<file path="src/rtl/spi_controller.sv">
// SPI mode-0 write controller: 16-bit frames {R/W, addr[6:0], data[7:0]}, MSB first.
// Define SPI_CONTROLLER_READ_EN to add rw/cipo/rd_data for register reads.
module spi_controller #(
  parameter int unsigned CLK_DIV    = 4,
  parameter int unsigned GAP_CYCLES = 8
) (
  input  logic       clk,
  input  logic       rst,
  input  logic       start,
  input  logic [6:0] addr,
  input  logic [7:0] wdata,
`ifdef SPI_CONTROLLER_READ_EN
  input  logic       rw,
  input  logic       cipo,
  output logic [7:0] rd_data,
`endif
  output logic       ready,
  output logic       done,
  output logic       cs,
  output logic       sclk,
  output logic       copi
);

  typedef enum logic [1:0] {IDLE, SETUP, SHIFT, GAP} state_e;

  localparam logic [7:0] DIV_LAST = 8'(CLK_DIV - 1);
  localparam logic [7:0] GAP_LAST = 8'(GAP_CYCLES - 1);

  state_e      state_q, state_d;
  logic [7:0]  div_q, div_d;
  logic [3:0]  bit_q, bit_d;
  logic [14:0] sr_q, sr_d;
  logic        cs_q, cs_d, sclk_q, sclk_d, copi_q, copi_d;
  logic        done_q, done_d, ready_q, ready_d;
  logic [15:0] frame;

`ifdef SPI_CONTROLLER_READ_EN
  logic       rw_q, rw_d;
  logic [7:0] rx_q, rx_d, rd_q, rd_d;

  // Reads send zeros in the data byte while the peripheral drives cipo.
  always_comb frame = {rw, addr, rw ? wdata : 8'h00};
`else
  always_comb frame = {1'b1, addr, wdata};
`endif

  always_comb begin
    state_d = state_q;
    div_d   = div_q;
    bit_d   = bit_q;
    sr_d    = sr_q;
    cs_d    = cs_q;
    sclk_d  = sclk_q;
    copi_d  = copi_q;
    done_d  = 1'b0;
    ready_d = ready_q;
`ifdef SPI_CONTROLLER_READ_EN
    rw_d = rw_q;
    rx_d = rx_q;
    rd_d = rd_q;
`endif
    case (state_q)
      IDLE: begin
        if (start) begin
          state_d = SETUP;
          sr_d    = frame[14:0];
          copi_d  = frame[15];
          cs_d    = 1'b0;
          ready_d = 1'b0;
          div_d   = '0;
          bit_d   = '0;
`ifdef SPI_CONTROLLER_READ_EN
          rw_d = rw;
          rx_d = '0;
`endif
        end
      end
      SETUP: begin
        if (div_q == DIV_LAST) begin
          state_d = SHIFT;
          sclk_d  = 1'b1;
          div_d   = '0;
        end else begin
          div_d = div_q + 8'd1;
        end
      end
      SHIFT: begin
`ifdef SPI_CONTROLLER_READ_EN
        if (sclk_q && div_q == '0 && bit_q[3]) rx_d = {rx_q[6:0], cipo};
`endif
        if (div_q != DIV_LAST) begin
          div_d = div_q + 8'd1;
        end else begin
          div_d = '0;
          if (sclk_q) begin
            // Falling edge: present the next bit; zero fill leaves copi low after bit 0.
            sclk_d = 1'b0;
            copi_d = sr_q[14];
            sr_d   = {sr_q[13:0], 1'b0};
          end else if (bit_q == 4'd15) begin
            state_d = GAP;
            cs_d    = 1'b1;
            copi_d  = 1'b0;
            done_d  = 1'b1;
`ifdef SPI_CONTROLLER_READ_EN
            rd_d = rw_q ? rd_q : rx_q;
`endif
          end else begin
            bit_d  = bit_q + 4'd1;
            sclk_d = 1'b1;
          end
        end
      end
      GAP: begin
        if (div_q == GAP_LAST) begin
          state_d = IDLE;
          ready_d = 1'b1;
          div_d   = '0;
        end else begin
          div_d = div_q + 8'd1;
        end
      end
      default: state_d = IDLE;
    endcase
  end

  always_ff @(posedge clk or negedge rst) begin
    if (!rst) begin
      state_q <= IDLE;
      div_q   <= '0;
      bit_q   <= '0;
      sr_q    <= '0;
      cs_q    <= 1'b1;
      sclk_q  <= 1'b0;
      copi_q  <= 1'b0;
      done_q  <= 1'b0;
      ready_q <= 1'b1;
`ifdef SPI_CONTROLLER_READ_EN
      rw_q <= 1'b0;
      rx_q <= '0;
      rd_q <= '0;
`endif
    end else begin
      state_q <= state_d;
      div_q   <= div_d;
      bit_q   <= bit_d;
      sr_q    <= sr_d;
      cs_q    <= cs_d;
      sclk_q  <= sclk_d;
      copi_q  <= copi_d;
      done_q  <= done_d;
      ready_q <= ready_d;
`ifdef SPI_CONTROLLER_READ_EN
      rw_q <= rw_d;
      rx_q <= rx_d;
      rd_q <= rd_d;
`endif
    end
  end

  assign cs    = cs_q;
  assign sclk  = sclk_q;
  assign copi  = copi_q;
  assign done  = done_q;
  assign ready = ready_q;
`ifdef SPI_CONTROLLER_READ_EN
  assign rd_data = rd_q;
`endif

endmodule

</file>
<file path="config.mk">
export PLATFORM = sky130hd
export DESIGN_NAME = spi_controller
export DESIGN_NICKNAME = d
export VERILOG_FILES = /design/src/rtl/spi_controller.sv
export SDC_FILE = /design/constraint.sdc
export NUM_CORES = 1
export LEC_CHECK = 0
export ABC_AREA = 1
export ABC_CLOCK_PERIOD_IN_PS = 4600
export BUFFER_PORTS_ARGS = -buffer_cell sky130_fd_sc_hd__clkbuf_2
export CORE_MARGIN = 2
export CORE_UTILIZATION = 35
export CTS_CLUSTER_SIZE = 8
export DETAILED_ROUTE_END_ITERATION = 6
export PLACE_DENSITY = 0.52
export SYNTH_ARGS = -nofsm -noshare
export SYNTH_HDL_FRONTEND = slang
export SYNTH_SLANG_ARGS = --single-unit
</file>
<file path="constraint.sdc">
create_clock -name clk -period 4.6 [get_ports clk]
set_input_delay 1.15 -clock clk [delete_from_list [all_inputs] [get_ports clk]]
set_output_delay 1.15 -clock clk [all_outputs]
set_load 0.03 [all_outputs]
</file>
# After elaboration in Yosys (flattened, before gate mapping)
# Index checks and enable logic that the tools add are counted.
# classes
add_sub_neg,2
eq_ne,16
mux,42
n_reduce_logical,11
# ops
cell,count
$mux 15,3
$mux 8,4
$pmux 8 s4,1
$pmux 15 s2,1
$mux 1,17
$mux 4,4
$ne 2x2->1 const B,8
$mux 2,6
$reduce_and 5->1,2
$add 8x1->8 const B,1
$eq 8x2->1 const B,1
$eq 8x3->1 const B,1
$ne 8x2->1 const B,1
$pmux 1 s2,4
$pmux 2 s4,1
$pmux 4 s2,1
$reduce_and 4->1,2
$reduce_and 3->1,2
$reduce_and 6->1,1
$reduce_bool 2->1,3
$add 4x1->4 const B,1
$eq 2x2->1 const B,2
$eq 4x4->1 const B,1
$ne 3x3->1 const B,1
other kinds (2),2
# word_totals
regBits,34
in_bits,18
elab_cells,80

# Logic depth before layout (Yosys ltp)
# depth
depth_word,5
depth_mapped,12
depth_no_buf,12

# Worst setup path after synthesis
# Ideal clock, no wire load.
# synth_timing
path_kind,input to register
startpoint,input start
endpoint,register sr_q[10]
t_arrival_ns,1.816
slack_ns,2.662
path_stages,9
path_cell_list,nor2_8 > inv_2 > nand2_2 > nor2_1 > nand2_2 > buf_6 > buf_12 > nand2_2 > o21ai_2
# synth_between
elab_chain_cells,2
# synth_rtl
element,line_no,rtl
"start, declared",9,"input logic start,"
$ne 2x2->1 (no line),-,
$reduce_and 4->1 (no line),-,
"end signal, assigned",147,sr_q <= sr_d;
"end, declared",32,"logic [14:0] sr_q, sr_d;"
# No other way between the ends.
# A chain may end at the register's enable or synchronous reset.

# Final worst setup path
# layout_timing
startpoint,register state_q[0]
endpoint,register sr_q[8]
# layout_between
elab_chain_cells,3
elab_cells_between_ends,8
classes_between,eq/ne (4); mux (1); reduce/logical (3)
# layout_rtl
element,line_no,rtl
"start, declared",29,"state_e state_q, state_d;"
"start signal, assigned",144,state_q <= state_d;
$eq 2x2->1 / $logic_not 2->1 (equally long branches),62,case (state_q)
$ne 2x2->1 (no line) / $reduce_bool 2->1 (equally long branches),-,
$reduce_and 4->1 (no line),-,
# Parallel ways exist; a longest one is shown, timed or not.

==> run metrics <==
outcome finished clean; Die Wd 77.8 µm; WP buf/inv 3; sequential area share after synthesis 44.7%; busiest layer in global routing met2; crit path max fanout 29; Yosys warning count 0; I/O Buffers 22; Final min period 2.23 ns; top cell family by delay on the critical path simple AND/OR/NAND/NOR gates; critical path's largest stage delay 0.48 ns; Post-DP Area 2060 µm²; cts repair resizes 0; fin. max-slew vios 0; Via density 4.70; largest net degree at the start of global routing 35; vias in the first global route 1455; cts hold-fix bufs 0; Fin. Hold Viols 0; starting density of the core 36.9%; DR WL/cell 11.7 µm; first-pass GRT wire length 6.65 mm; RSZ-0062 raised after global routing no; nets@finish 274; Gate Count Post-Synth 225; Clk Tree Root Cell clkbuf_8; mean post-synth cell area 8.48 µm²; Syn Std Cell Area 1910 µm²; Final Non-Filler Cells 321; Final Instance Area 2160 µm²; power density over the cells 646 nW/µm²; gpl congestion 0.812; Cell Chain, Critical Path inv_1, ha_1, buf_4, inv_2, nor2_1, nor2_1, nand2_2, o21ai_0; flop2flop setup slack 2.37 ns; CP dominant cell by count nor2_1; maxcap violations 0; library cells used by synthesis 28; worst-margin pin slew 0.851 ns; hold crit path type reg2reg; site row count 26; Worst Hold Launch cs; Initial DRT Pass Iterations 4; Critical-path top delay cell nand2_2; Worst Hold Path EP cs; # placed instances 313; syn_nets 249; layout cell share with drive strength beyond 1 22.7%; Crit Reg-Reg Startpoint state_q[0]; worst rel slew slack 43.3%; CORE AREA 5170 µm²; ANT cells 0; LEAKAGE 0.00109 µW; area delta synth->final 13.2%; initial antenna violation count 0; most frequent cells in the layout nand2_1, dfrtp_1, clkbuf_2, nor2_1, inv_1; Setup Skew 0.0117 ns; setup TNS 0 ns; Req. time, crit path 4.75 ns; CP arrival 2.38 ns; R2R Path End sr_q[8]; WL final 3.75 mm; worst-case vdd ir drop 0.000270 V; # DRC 0; fmax 449 MHz; CP Class reg2reg; Skew-Pair Late Insertion Delay 0.29 ns; Worst setup EP type register; met2 GRT Util 21.1%; boundary pin count 23; GRT Residual Overflow 0; DIE AREA 6060 µm²; Die Y 77.8 µm; final worst setup slack 2.37 ns; commonest non-fill, non-tap cell in the layout nand2_1; share of the clock period used by the worst path 48.5%; R2R depth 8; Global Route Usage Sum 13.9%; First DRT Iteration DRCs 67; crit path launch type register; Multi-input gate area 927 µm²; Final ANT Viol Nets 0; GR Layer Usage met1 18.3%; postcts setup bufs 0; CTS Sinks 34; hold-critical path depth 2; CTS clock-pin slew for the worst setup and hold paths 0.08 ns; met3 Track Usage GR 4.07%; Inserted Clock Buffers 5; Final setup viols 0; total vias in the final route 1509; TritonCTS clock tree done; CP Launch Point state_q[0]; #FFs+latches synth 34; flip-flop and latch area 853 µm²; worst slack at placement 2.06 ns; H-tree levels 2; CTS max path bufs 2; Fill cells 550; post-DP HPWL 2.67 mm
[layer usage]
metal  part of all wire [%]  wire [µm]  vias up
met1                     49       1850      697
met5                      0          0        -
met2                     45       1670       25
met3                    4.2        157        8
met4                    1.9         70        0
li1                       -          -      779
[worst reg2reg max path, delay by kind of cell (launching register included)]
| kind | cells | cell delay, ns |
|---|---|---|
| buffers and inverters | 3 | 0.57 |
| AOI/OAI and AO/OA | 1 | 0.19 |
| DFF | 1 | 0.41 |
| adders and majority gates | 1 | 0.14 |
| and+or+nand+nor | 3 | 0.78 |
[cells in the mapped netlist, drive strengths merged]
| master | n | area (µm²) |
|---|---|---|
| dfstp | 2 | 52.6 |
| ha | 6 | 75.1 |
| and3 | 1 | 6.26 |
| clkbuf | 1 | 5.00 |
| nor3 | 2 | 10.0 |
| o211ai | 1 | 7.51 |
| mux2i | 14 | 140 |
| nand2 | 68 | 275 |
| nand3 | 12 | 60.1 |
| inv | 21 | 78.8 |
| xor2 | 3 | 26.3 |
| or2 | 1 | 6.26 |
| nand4 | 3 | 18.8 |
| nor2 | 22 | 98.9 |
| dfrtp | 32 | 801 |
| o21bai | 1 | 7.51 |
| buf | 4 | 43.8 |
| a21oi | 6 | 30.0 |
| o31ai | 1 | 7.51 |
| o21ai | 24 | 158 |
[kinds of logic (layout without fill, tap and decap cells)]
| family | count (synthesis) | in the layout | share of synthesized area (%) |
|---|---|---|---|
| multiplexers | 14 | 14 | 7.34 |
| adder cells (fa/ha/maj) | 6 | 6 | 3.93 |
| XOR/XNOR | 3 | 3 | 1.38 |
| buffers and inverters | 26 | 52 | 6.69 |
| flip-flops | 34 | 34 | 44.7 |
| AO/OA/AOI/OAI | 33 | 33 | 11.0 |
| AND/OR/NAND/NOR | 109 | 109 | 24.9 |
[worst max-delay path by stage]
stage	to	slack, ns	cells after the start
final	sr_q[8]	2.37	8
after global routing	sr_q[8]	2.13	9
after CTS	sr_q[8]	2.30	8
after detailed placement	sr_q[8]	2.06	7
after global placement	sr_q[7]	2.16	7
after floorplan	sr_q[10]	2.66	9
[area by class of cell]
type / count / share of cell area, %
inverters: 21 / 3.65
flip-flops and latches: 34 / 39.5
well taps: 70 / 4.06
clock buffers: 6 / 3.82
clock inverters: 2 / 0.579
repair buffers: 23 / 5.45
multi-input cells: 165 / 42.9
[state kept, by name (all words and copies together), names as in the netlist]
| name | cells |
|---|---|
| bit_q | 4 |
| sr_q | 15 |
| sclk | 1 |
| ready | 1 |
| cs | 1 |
| div_q | 8 |
| done | 1 |
| state_q | 2 |
| copi | 1 |
[metrics by stage]
stage	hold slack, ns	total power, µW	utilization, %
global placement	0.461	1170	39.9
global route	0.500	1530	41.8
floorplan	0.442	1070	-
detailed placement	0.471	1180	39.9
CTS	0.484	1420	41.8
finish	0.474	1390	41.8
[where the power goes]
part / internal, µW / leakage (µW) / switching [µW] / total (µW)
combinational: 232 / 0.000610 / 445 / 677
sequential: 410 / 0.000433 / 72.3 / 482
clock: 120 / 0.0000472 / 115 / 236
total: 762 / 0.00109 / 633 / 1390
No activity file was read; power rests on OpenSTA's default activity.
